$ cat config.mk
export PLATFORM = sky130hd
export DESIGN_NAME = fetch_controller
export DESIGN_NICKNAME = d
export VERILOG_FILES = /design/src/rtl/fetch_controller.sv
export SDC_FILE = /design/constraint.sdc
export NUM_CORES = 1
export LEC_CHECK = 0
export ABC_AREA = 1
export BUFFER_PORTS_ARGS = -buffer_cell sky130_fd_sc_hd__buf_2
export CAP_MARGIN = 20
export CELL_PAD_IN_SITES_DETAIL_PLACEMENT = 0
export CELL_PAD_IN_SITES_GLOBAL_PLACEMENT = 1
export CORE_MARGIN = 2
export CORE_UTILIZATION = 36
export DETAILED_ROUTE_END_ITERATION = 8
export PLACE_DENSITY = 0.85
export SLEW_MARGIN = 20
export SYNTH_ARGS = -nofsm -noshare
export SYNTH_HDL_FRONTEND = slang
export SYNTH_SLANG_ARGS = --single-unit
$ cat constraint.sdc
create_clock -name CLK -period 3.3 [get_ports CLK]
set_input_delay 0 -clock CLK [delete_from_list [all_inputs] [get_ports CLK]]
set_output_delay 0 -clock CLK [all_outputs]
set_load 0.01 [all_outputs]
$ cat src/rtl/fetch_controller.sv
// fetch_controller: sequencing controller for the instruction-fetch stage.
// Drives the PC register, PC-select mux, IF/ID latch and instruction-memory
// request. It arbitrates branch redirects from EX/MEM, load-use stalls from ID
// and a variable-latency instruction memory.
//
// Ports:
//   CLK, RST            rising-edge clock, synchronous active-high reset
//   stall_req           load-use stall request from the ID hazard unit
//   branch_taken        redirect request from EX/MEM
//   branch_target[31:0] redirect address from EX/MEM
//   imem_ready          instruction memory has data for the current request
//   imem_req            fetch request to instruction memory
//   pc_write            PC register load enable
//   pc_sel              PC mux select: 0 = PC+4, 1 = pc_target
//   pc_target[31:0]     address presented to the PC mux target input
//   ifid_write          IF/ID latch load enable
//   ifid_flush          IF/ID latch loads a bubble
//   fetch_state[2:0]    current FSM state encoding
//   fetch_count         instructions delivered to IF/ID (saturating)
//   stall_count         cycles spent in STALL (saturating)
//   timeout_err         sticky memory-timeout flag, cleared only by RST
module fetch_controller #(
    parameter int unsigned CNT_W             = 16,
    parameter int unsigned RESET_HOLD_CYCLES = 2,
    parameter int unsigned MAX_WAIT          = 8
) (
    input  logic             CLK,
    input  logic             RST,
    input  logic             stall_req,
    input  logic             branch_taken,
    input  logic [31:0]      branch_target,
    input  logic             imem_ready,
    output logic             imem_req,
    output logic             pc_write,
    output logic             pc_sel,
    output logic [31:0]      pc_target,
    output logic             ifid_write,
    output logic             ifid_flush,
    output logic [2:0]       fetch_state,
    output logic [CNT_W-1:0] fetch_count,
    output logic [CNT_W-1:0] stall_count,
    output logic             timeout_err
);

    typedef enum logic [2:0] {
        HOLD     = 3'd0,
        FETCH    = 3'd1,
        WAIT_MEM = 3'd2,
        STALL    = 3'd3,
        REDIRECT = 3'd4
    } state_t;

    state_t           state_q, state_d;
    logic [3:0]       hold_cnt_q, hold_cnt_d;
    logic [7:0]       wait_cnt_q, wait_cnt_d;
    logic [31:0]      pending_q, pending_d;
    logic [CNT_W-1:0] fetch_cnt_q, stall_cnt_q;
    logic             timeout_q;
    logic             fetch_inc, stall_inc, timeout_set;
    logic             wait_expired;

    // The wait counter keeps running from WAIT_MEM into REDIRECT because both
    // states wait on the same in-flight read; >= keeps the bound safe there.
    assign wait_expired = (wait_cnt_q >= 8'(MAX_WAIT - 1));

    always_comb begin
        state_d     = state_q;
        hold_cnt_d  = hold_cnt_q;
        wait_cnt_d  = wait_cnt_q;
        pending_d   = pending_q;
        fetch_inc   = 1'b0;
        stall_inc   = 1'b0;
        timeout_set = 1'b0;
        imem_req    = 1'b0;
        pc_write    = 1'b0;
        pc_sel      = 1'b0;
        ifid_write  = 1'b0;
        ifid_flush  = 1'b0;
        pc_target   = branch_taken ? branch_target : pending_q;

        case (state_q)
            HOLD: begin
                pc_target = '0;
                if (hold_cnt_q >= 4'(RESET_HOLD_CYCLES - 1)) begin
                    state_d = FETCH;
                end else begin
                    hold_cnt_d = hold_cnt_q + 4'd1;
                end
            end
            FETCH: begin
                imem_req = 1'b1;
                if (branch_taken) begin
                    pc_sel     = 1'b1;
                    pc_write   = 1'b1;
                    ifid_flush = 1'b1;
                end else if (imem_ready && !stall_req) begin
                    pc_write   = 1'b1;
                    ifid_write = 1'b1;
                    fetch_inc  = 1'b1;
                end else if (stall_req) begin
                    state_d = STALL;
                end else begin
                    state_d    = WAIT_MEM;
                    wait_cnt_d = '0;
                end
            end
            WAIT_MEM: begin
                imem_req   = 1'b1;
                wait_cnt_d = wait_cnt_q + 8'd1;
                if (branch_taken) begin
                    pending_d = branch_target;
                    state_d   = REDIRECT;
                end else if (imem_ready) begin
                    if (!stall_req) begin
                        pc_write   = 1'b1;
                        ifid_write = 1'b1;
                        fetch_inc  = 1'b1;
                        state_d    = FETCH;
                    end else begin
                        state_d = STALL;
                    end
                end else if (wait_expired) begin
                    timeout_set = 1'b1;
                    state_d     = FETCH;
                end
            end
            STALL: begin
                stall_inc = 1'b1;
                if (branch_taken) begin
                    pc_sel     = 1'b1;
                    pc_write   = 1'b1;
                    ifid_flush = 1'b1;
                    state_d    = FETCH;
                end else if (!stall_req) begin
                    state_d = FETCH;
                end
            end
            REDIRECT: begin
                imem_req   = 1'b1;
                wait_cnt_d = wait_cnt_q + 8'd1;
                if (branch_taken) begin
                    pending_d = branch_target;
                end
                // A branch arriving with completion is already on pc_target.
                if (imem_ready || wait_expired) begin
                    pc_sel      = 1'b1;
                    pc_write    = 1'b1;
                    ifid_flush  = 1'b1;
                    timeout_set = !imem_ready;
                    state_d     = FETCH;
                end
            end
            default: begin
                pc_target  = '0;
                hold_cnt_d = '0;
                state_d    = HOLD;
            end
        endcase

        if (RST) begin
            imem_req   = 1'b0;
            pc_write   = 1'b0;
            pc_sel     = 1'b0;
            ifid_write = 1'b0;
            ifid_flush = 1'b0;
            pc_target  = '0;
        end
    end

    always_ff @(posedge CLK) begin
        if (RST) begin
            state_q     <= HOLD;
            hold_cnt_q  <= '0;
            wait_cnt_q  <= '0;
            pending_q   <= '0;
            fetch_cnt_q <= '0;
            stall_cnt_q <= '0;
            timeout_q   <= 1'b0;
        end else begin
            state_q    <= state_d;
            hold_cnt_q <= hold_cnt_d;
            wait_cnt_q <= wait_cnt_d;
            pending_q  <= pending_d;
            if (fetch_inc && (fetch_cnt_q != '1)) begin
                fetch_cnt_q <= fetch_cnt_q + 1'b1;
            end
            if (stall_inc && (stall_cnt_q != '1)) begin
                stall_cnt_q <= stall_cnt_q + 1'b1;
            end
            if (timeout_set) begin
                timeout_q <= 1'b1;
            end
        end
    end

    assign fetch_state = state_q;
    assign fetch_count = fetch_cnt_q;
    assign stall_count = stall_cnt_q;
    assign timeout_err = timeout_q;

endmodule

* Yosys cells after proc, flatten, opt, wreduce, memory -nomap -nowiden *
Index checks and enable logic that the tools add are counted.

storage, ports and cells
  register bits = 80
  output and inout bits = 73

cells by class
  add/subtract/negate cells = 4
  order comparisons = 2
  equal/unequal tests = 14
  multiplexer cells = 43
  bitwise operators = 1
  reduce and logical (&&, ||, !) cells = 15

operators by type and width
  operator                 number
  $mux W32                 3
  $add A16 B1 Y16 const B  2
  $ne A16 B16 Y1 const B   2
  $mux W3                  9
  $mux W8                  3
  $mux W1                  19
  $pmux W8 S2              1
  $pmux W3 S5              1
  $ne A2 B2 Y1 const B     6
  $add A8 B1 Y8 const B    1
  $ge A8 B3 Y1 const B     1
  $pmux W4 S2              1
  $eq A3 B2 Y1 const B     2
  $pmux W1 S2              3
  $reduce_and A6 Y1        1
  $add A4 B1 Y4 const B    1
  $ge A4 B1 Y1 const B     1
  $mux W4                  1
  $ne A4 B4 Y1 const B     1
  $pmux W1 S4              1
  $reduce_and A4 Y1        1
  $reduce_or A2 Y1         2
  $reduce_or A4 Y1         1
  $eq A3 B1 Y1 const B     1
  11 further kinds         14

* Logic depth before layout (Yosys ltp) *
Gate-level depths: netlist (run 1).

  depth in word-level cells = 6
  gate-level depth with buffers = 12
  mapped depth without buffers = 12

* Worst setup path before layout (run 1) *
OpenSTA, ideal clock, no wires.

  path type = register -> register
  start point = register stall_cnt_q[0] (netlist: stall_count[0])
  end point = register stall_cnt_q[11] (netlist: stall_count[11])
  arrival = 1.545 ns
  slack = 1.642 ns
  stages on the path, launching flop included = 11
  buffers on the path = 2
  period minus slack after synthesis = 1.658 ns
  path through = dfxtp_1 > ha_1 > nand2_2 > nor2_2 > nand2_1 > nor2_2 > nor2_2 > buf_6 > buf_6 > a21oi_2 > nor2_1

between the ends
  word-level cells in the longest chain between the ends = 2
  elaborated cells between the ends (all ways) = 3
  classes of those cells = add/sub: 1; eq/ne: 1; reduce/logical: 1

RTL lines
  item                                                                     line  RTL
  start: declaration                                                       57    logic [CNT_W-1:0] fetch_cnt_q, stall_cnt_q;
  start signal: assignment                                                 188   stall_cnt_q <= stall_cnt_q + 1'b1;
  parallel branches: the longest is 2 deep, another holds $add A16 B1 Y16  n/a

Parallel ways; which one is timed is not known.
A chain may end at the register's enable or synchronous reset.

* Worst setup path in the final report (run 1) *
  start point = register state_q[1] (netlist: fetch_state[1])
  end point = output imem_req

between the ends
  word-level cells in the longest chain between the ends = 4
  elaborated cells between the ends (all ways) = 6
  classes of those cells = eq/ne: 3; mux: 2; reduce/logical: 1

RTL lines
  item                                   line  RTL
  start: declaration                     53    state_t state_q, state_d;
  start signal: assignment               180   state_q <= state_d;
  $eq A3 B3 Y1 (tied with other cells)   81    case (state_q)
  $reduce_or A3 Y1 (no source line) (*)  n/a
  $mux W1 (*)                            81
  $mux W1 (*)                            160   if (RST) begin
  end: declaration                       33    output logic imem_req,

Mark *: on every way between the ends. The rest lies on a longest branch, timed or not.

==> reports/metrics.cfg, run 1 <==
[synth]
ys_types = 27
synth_edf_count = 0
avgSynthCellArea_sq_um = 6.11
yosysWarnings = 0
ys_seq_area_share_pct = 35.0
synth_area_sq_um = 4580
synth_seq_cells = 80
syn-num-nets = 792
synth-main-ff-cell = dfxtp_1
synth_top_cell_area_share_pct = 35.0
synth_top_area_cell = dfxtp_1
synthTopCellsByCount = nand2_1 (261), nor2_1 (98), dfxtp_1 (80)
synth_most_common_cell = nand2_1
ys_async_sr_fraction_pct = 0
syn_inst = 749
synth_area_leaders = dfxtp_1 (35%), nand2_1 (21%), a21oi_1 (8.2%)

[clocking]
clk_pin_slew_ns = 0.06
clock_latency_ns = 0.34
cts_tree = yes
cts.root.buffer_cell = clkbuf_16
cts_num_sinks = 80
cts_setup_buffers = 0
cts_buffers = 9
cts_resized = 0
cts_max_path_buffers = 2
htree_levels = 3
hold_buffers = 2

[sta]
clock-skew-final_ns = 0.00397
timing.final.crit_share_pct = 62.2
setup_violations = 0
worst_pin_slew_ns = 0.693
period_minus_slack_ns = 2.05
worst_slack_ns = 1.25
tns_ns = 0
slew_viol_final = 0
rsz0062_at_grt = no
slew_headroom_pct = 53.7
finalHoldViolations = 0
max_freq_ghz = 0.487

[floorplanning]
die_w_um = 117
die_area_sq_um = 13600
num_io_pins = 110
die_height_um = 117
row_count = 41
core_area_sq_um = 12500
start_util_pct = 36.6

[detailed_routing]
firstDrtPassIters = 5
drtIter0Drc = 275
vias_per_cell = 4.62
drc = 0
vias = 4711
postRouteWirelength_mm = 11.7
antenna_left = 0
post_drt_wl_per_cell_um = 11.5

[placement]
gp_congestion = 0.812
place.port_buffers = 109
dpl_worst_slack_ns = 1.28
dp_hpwl_mm = 8.07

[worst_setup_path]
cpMaxStageDelayCell = nand2_2
path_delay_family = simple AND/OR/NAND/NOR gates
crit_chain = nor2_1, nand2_1, nand2_2, inv_2, nand2_1, nand2_1, inv_1, buf_2
r2r_setup_slack_ns = 1.29
crit_arrival_ns = 2.05
critPathLaunchType = flop
cp_common_cell = nand2_1
cp-end-kind = primary output
cp_data_required_time_ns = 3.30
cpPeakStageDelay_ns = 0.54
path_max_fanout = 43
crit_type = reg -> out
worstPathBufferInverterCount = 3

[global_route]
grt_max_degree = 44
met1_usage_pct = 24.7
antenna_found_initial = 1
grt_pass1_vias = 4304
grtUsageTotal_pct = 18.0
gr-usage-met2_pct = 27.6
grt_use_met3_pct = 4.43
grt_pass1_wl_mm = 19.8
grt_overflow = 0
grt-busiest-layer = met2

[power_and_ir_drop]
vdd_ir_drop_max_mv = 0.282
power_density_nw_per_um2 = 548
total_leakage_power_uw = 0.00260

[final_layout]
areaGrowthSynthToFinish_pct = 19.8
drive_gt1_share_pct = 17.6
diodes = 0
finalNetCount = 888

[run_status]
outcome = finished, final reports clean

[hold_path]
hold_path.class = in -> reg

[flow_run]
cap_violations = 0

-- routing by layer --
layer	wire [um]	share of wire [%]
met2	4970	42
met1	5870	50
met3	715	6.1
met4	171	1.5
met5	0	0
-- path summary, 6_finish.rpt --
kind | cells past startpoint | to | start
worst max-delay path | 8 | imem_req | fetch_state[1]$_SDFFE_PP0P_
worst min-delay path | 5 | pending_q[18]$_SDFFE_PP0P_ | branch_target[18]
worst max register to register | 6 | wait_cnt_q[5]$_SDFFE_PP0P_ | fetch_state[1]$_SDFFE_PP0P_
worst min register to register | 2 | hold_cnt_q[3]$_SDFFE_PP0P_ | hold_cnt_q[3]$_SDFFE_PP0P_
-- kinds of logic after synthesis --
logic type | Yosys count | share of synthesized area [%]
xor gates and xnor gates | 14 | 2.68
buffers and inverters | 112 | 10.4
DFF | 80 | 35.0
AOI/OAI and AO/OA | 117 | 13.2
and+or+nand+nor | 420 | 37.2
adders and majority gates | 6 | 1.64
-- cells in the final DEF, fill, tap and decap left out, types with 3 or more instances in the layout --
cell	instances
buf_4	6
nand2_2	4
ha_1	6
xnor2_1	6
o21ai_0	39
nand4_1	14
nor2_1	98
inv_1	72
a21oi_1	75
buf_2	109
clkbuf_1	3
dfxtp_1	80
inv_2	8
nand3_1	32
xor2_1	8
nand2_1	261
nor2_2	5
clkbuf_16	9
-- registers in the layout (all words and copies together), names as in the netlist --
| signal | flops |
|---|---|
| stall_count | 16 |
| fetch_count | 16 |
| fetch_state | 3 |
| wait_cnt_q | 8 |
| timeout_err | 1 |
| hold_cnt_q | 4 |
| pending_q | 32 |
-- power breakdown --
part	total, uW	switching (uW)	internal (uW)	leakage (uW)
registers	1210	93.8	1120	0.000649
clock network	899	377	521	0.000126
logic	893	597	296	0.00182
-- worst reg2reg max path, cell delays in order (launching register included) --
cell and delay, ns:
dfxtp_1 0.37, nor2_1 0.23, nand2_1 0.14, nand2_2 0.54, buf_4 0.41, nand3_1 0.11, a21oi_1 0.15
-- metrics by stage --
| step | cell area (sq um) | util [%] | instances | total power, uW | hold WS, ns |
|---|---|---|---|---|---|
| 2_1_floorplan | 4580 | - | 749 | 1890 | 0.202 |
| 3_3_place_gp | 5210 | 41.6 | 1004 | 2120 | 0.350 |
| 3_5_place_dp | 5210 | 41.6 | 1004 | 2130 | 0.360 |
| 4_1_cts | 5490 | 43.8 | 1020 | 3050 | 0.000557 |
| 5_1_grt | 5490 | 43.8 | 1020 | 3230 | 0.0276 |
| 6_report | 5490 | 43.8 | 1020 | 3000 | 0.0164 |
-- cell type report --
cell class                 instances  area [sq um]
sequential                        80          1600
clock inverter                     1          5.00
multi-input combinational        557          2500
clock buffer                      13           250
timing repair buffer             117           611
inverter                          80           300
fill                            1435          7030
tap                              172           215
Note: power is estimated with default switching activity, not from simulation.
==> run 2: changes to the inputs <==
Clock period 3.3 ns to 2 ns, I/O delays scaled along.
==> run 2 against run 1 <==
Effect of this change:
- final cell count up 0.69%
- register-to-register slack got worse by 0.98 ns
- count of clock-buffer cells in the layout is the same
- clock power grew 87%
- sequential cell count is the same
- highest routed layer unchanged
==> reports/metrics.cfg, run 2 (synthesized netlist as in run 1, its figures left out) <==
[clocking]
cts_max_path_buffers = 2
cts.root.buffer_cell = clkbuf_16
clk_pin_slew_ns = 0.06
cts_setup_buffers = 0
htree_levels = 3
clock_latency_ns = 0.34
cts_num_sinks = 80
cts_buffers = 9
cts_tree = yes

[sta]
period_minus_slack_ns = 1.78
slew_viol_final = 0
rsz0062_at_grt = no
slew_headroom_pct = 68.5
finalHoldViolations = 0
worst_pin_slew_ns = 0.472
tns_ns = 0
worst_slack_ns = 0.217
max_freq_ghz = 0.561
setup_violations = 0
clock-skew-final_ns = 0.00544
timing.final.crit_share_pct = 89.2
fin_hold_ws_ns = 0.0119

[power_and_ir_drop]
total_leakage_power_uw = 0.00265
power_density_nw_per_um2 = 931
vdd_ir_drop_max_mv = 0.493

[final_layout]
mostFrequentLayoutCells = nand2_1 (261), buf_2 (109), nor2_1 (97), dfxtp_1 (80), a21oi_1 (75)
fin_util_pct = 44.4
largest_reg_flops = 32
finalNetCount = 892
final_common_cell = nand2_1
fin_area_sq_um = 5560
regMostFlops = pending_q
areaGrowthSynthToFinish_pct = 21.5
drive_gt1_share_pct = 18.6

[placement]
gp_congestion = 0.829
dp_hpwl_mm = 8.19
placed_cell_area_sq_um = 5260
place.port_buffers = 109
dpl_worst_slack_ns = 0.306

[hold_path]
hold_path.class = in -> reg

[flow_run]
cap_violations = 0

[floorplanning]
die_w_um = 117
core_area_sq_um = 12500
die_area_sq_um = 13600
num_io_pins = 110
die_height_um = 117
row_count = 41
start_util_pct = 36.6

[run_status]
outcome = finished, final reports clean

[global_route]
grt_max_degree = 57
grtUsageTotal_pct = 18.2
grt_pass1_vias = 4260
grt_overflow = 0
antenna_found_initial = 1
grt_pass1_wl_mm = 20.0

[worst_setup_path]
crit_type = reg -> out
cp-end-kind = primary output
crit_arrival_ns = 1.78
critPathLaunchType = flop
path_max_fanout = 5
cp_data_required_time_ns = 2.00

[detailed_routing]
firstDrtPassIters = 4
wl_met2_mm = 5.16
drtIter0Drc = 319
antenna_left = 0
postRouteWirelength_mm = 11.9
vias = 4660
top_layer_used = met4
route.met3.wl_um = 772
vias_per_cell = 4.54
wl_met1_mm = 5.86
post_drt_wl_per_cell_um = 11.6
drc = 0

==> run 2: changes by cell type in the layout (fill, tap and decap cells not counted), sizes merged <==
cell and change:
clkinv +1, buf +6, dlygate4sd3 -2, diode +1, bufinv +1
==> run 2: worst max-delay path, cell delays in order (launching register included) <==
cell and delay [ns]:
dfxtp_1 0.33, ha_1 0.25, nand2_1 0.12, nand3_1 0.09, nor2_2 0.19, nand2_1 0.10
a21oi_1 0.13, a21oi_1 0.07, buf_2 0.16
==> run 2: through the flow <==
step,total power (uW),std cells
2_1_floorplan,3120,749
3_3_place_gp,3530,1010
3_5_place_dp,3540,1010
4_1_cts,5240,1026
5_1_grt,5550,1026
6_report,5180,1027
==> run 2: path summary, 6_finish.rpt <==
path | from | end | slack, ns | cells after the start
worst max-delay path | wait_cnt_q[0]$_SDFFE_PP0P_ | pc_write | 0.22 | 8
worst min-delay path | branch_target[18] | pending_q[18]$_SDFFE_PP0P_ | 0.01 | 5
worst max register to register | fetch_count[1]$_SDFFE_PP0P_ | fetch_count[13]$_SDFFE_PP0P_ | 0.31 | 7
worst min register to register | hold_cnt_q[3]$_SDFFE_PP0P_ | hold_cnt_q[3]$_SDFFE_PP0P_ | 0.45 | 2
==> run 2: report_power, final <==
| group | internal [uW] | switching (uW) | total (uW) | leakage (uW) |
|---|---|---|---|---|
| clock network | 1030 | 653 | 1680 | 0.000150 |
| logic | 506 | 995 | 1500 | 0.00185 |
| registers | 1840 | 150 | 1990 | 0.000649 |
| total | 3380 | 1800 | 5180 | 0.00265 |
==> run 2: timing repair <==
item,4_1_cts,5_1_grt
resized for setup,0,1
hold buffers,0,0
setup endpoints to repair,0,3
==> run 2: metal layers <==
metal / global-route usage, % / vias up
li1: - / 2553
met2: 27.6 / 96
met4: 6.51 / 0
met3: 4.69 / 9
met1: 25.1 / 2002
met5: 0 / -
==> run 2: layout make-up <==
class	count	area (sq um)
sequential	80	1600
tap	172	215
fill	1426	6960
clock buffer	13	260
antenna	1	2.50
multi-input combinational	557	2500
inverter	80	300
timing repair buffer	121	636
clock inverter	3	40.0
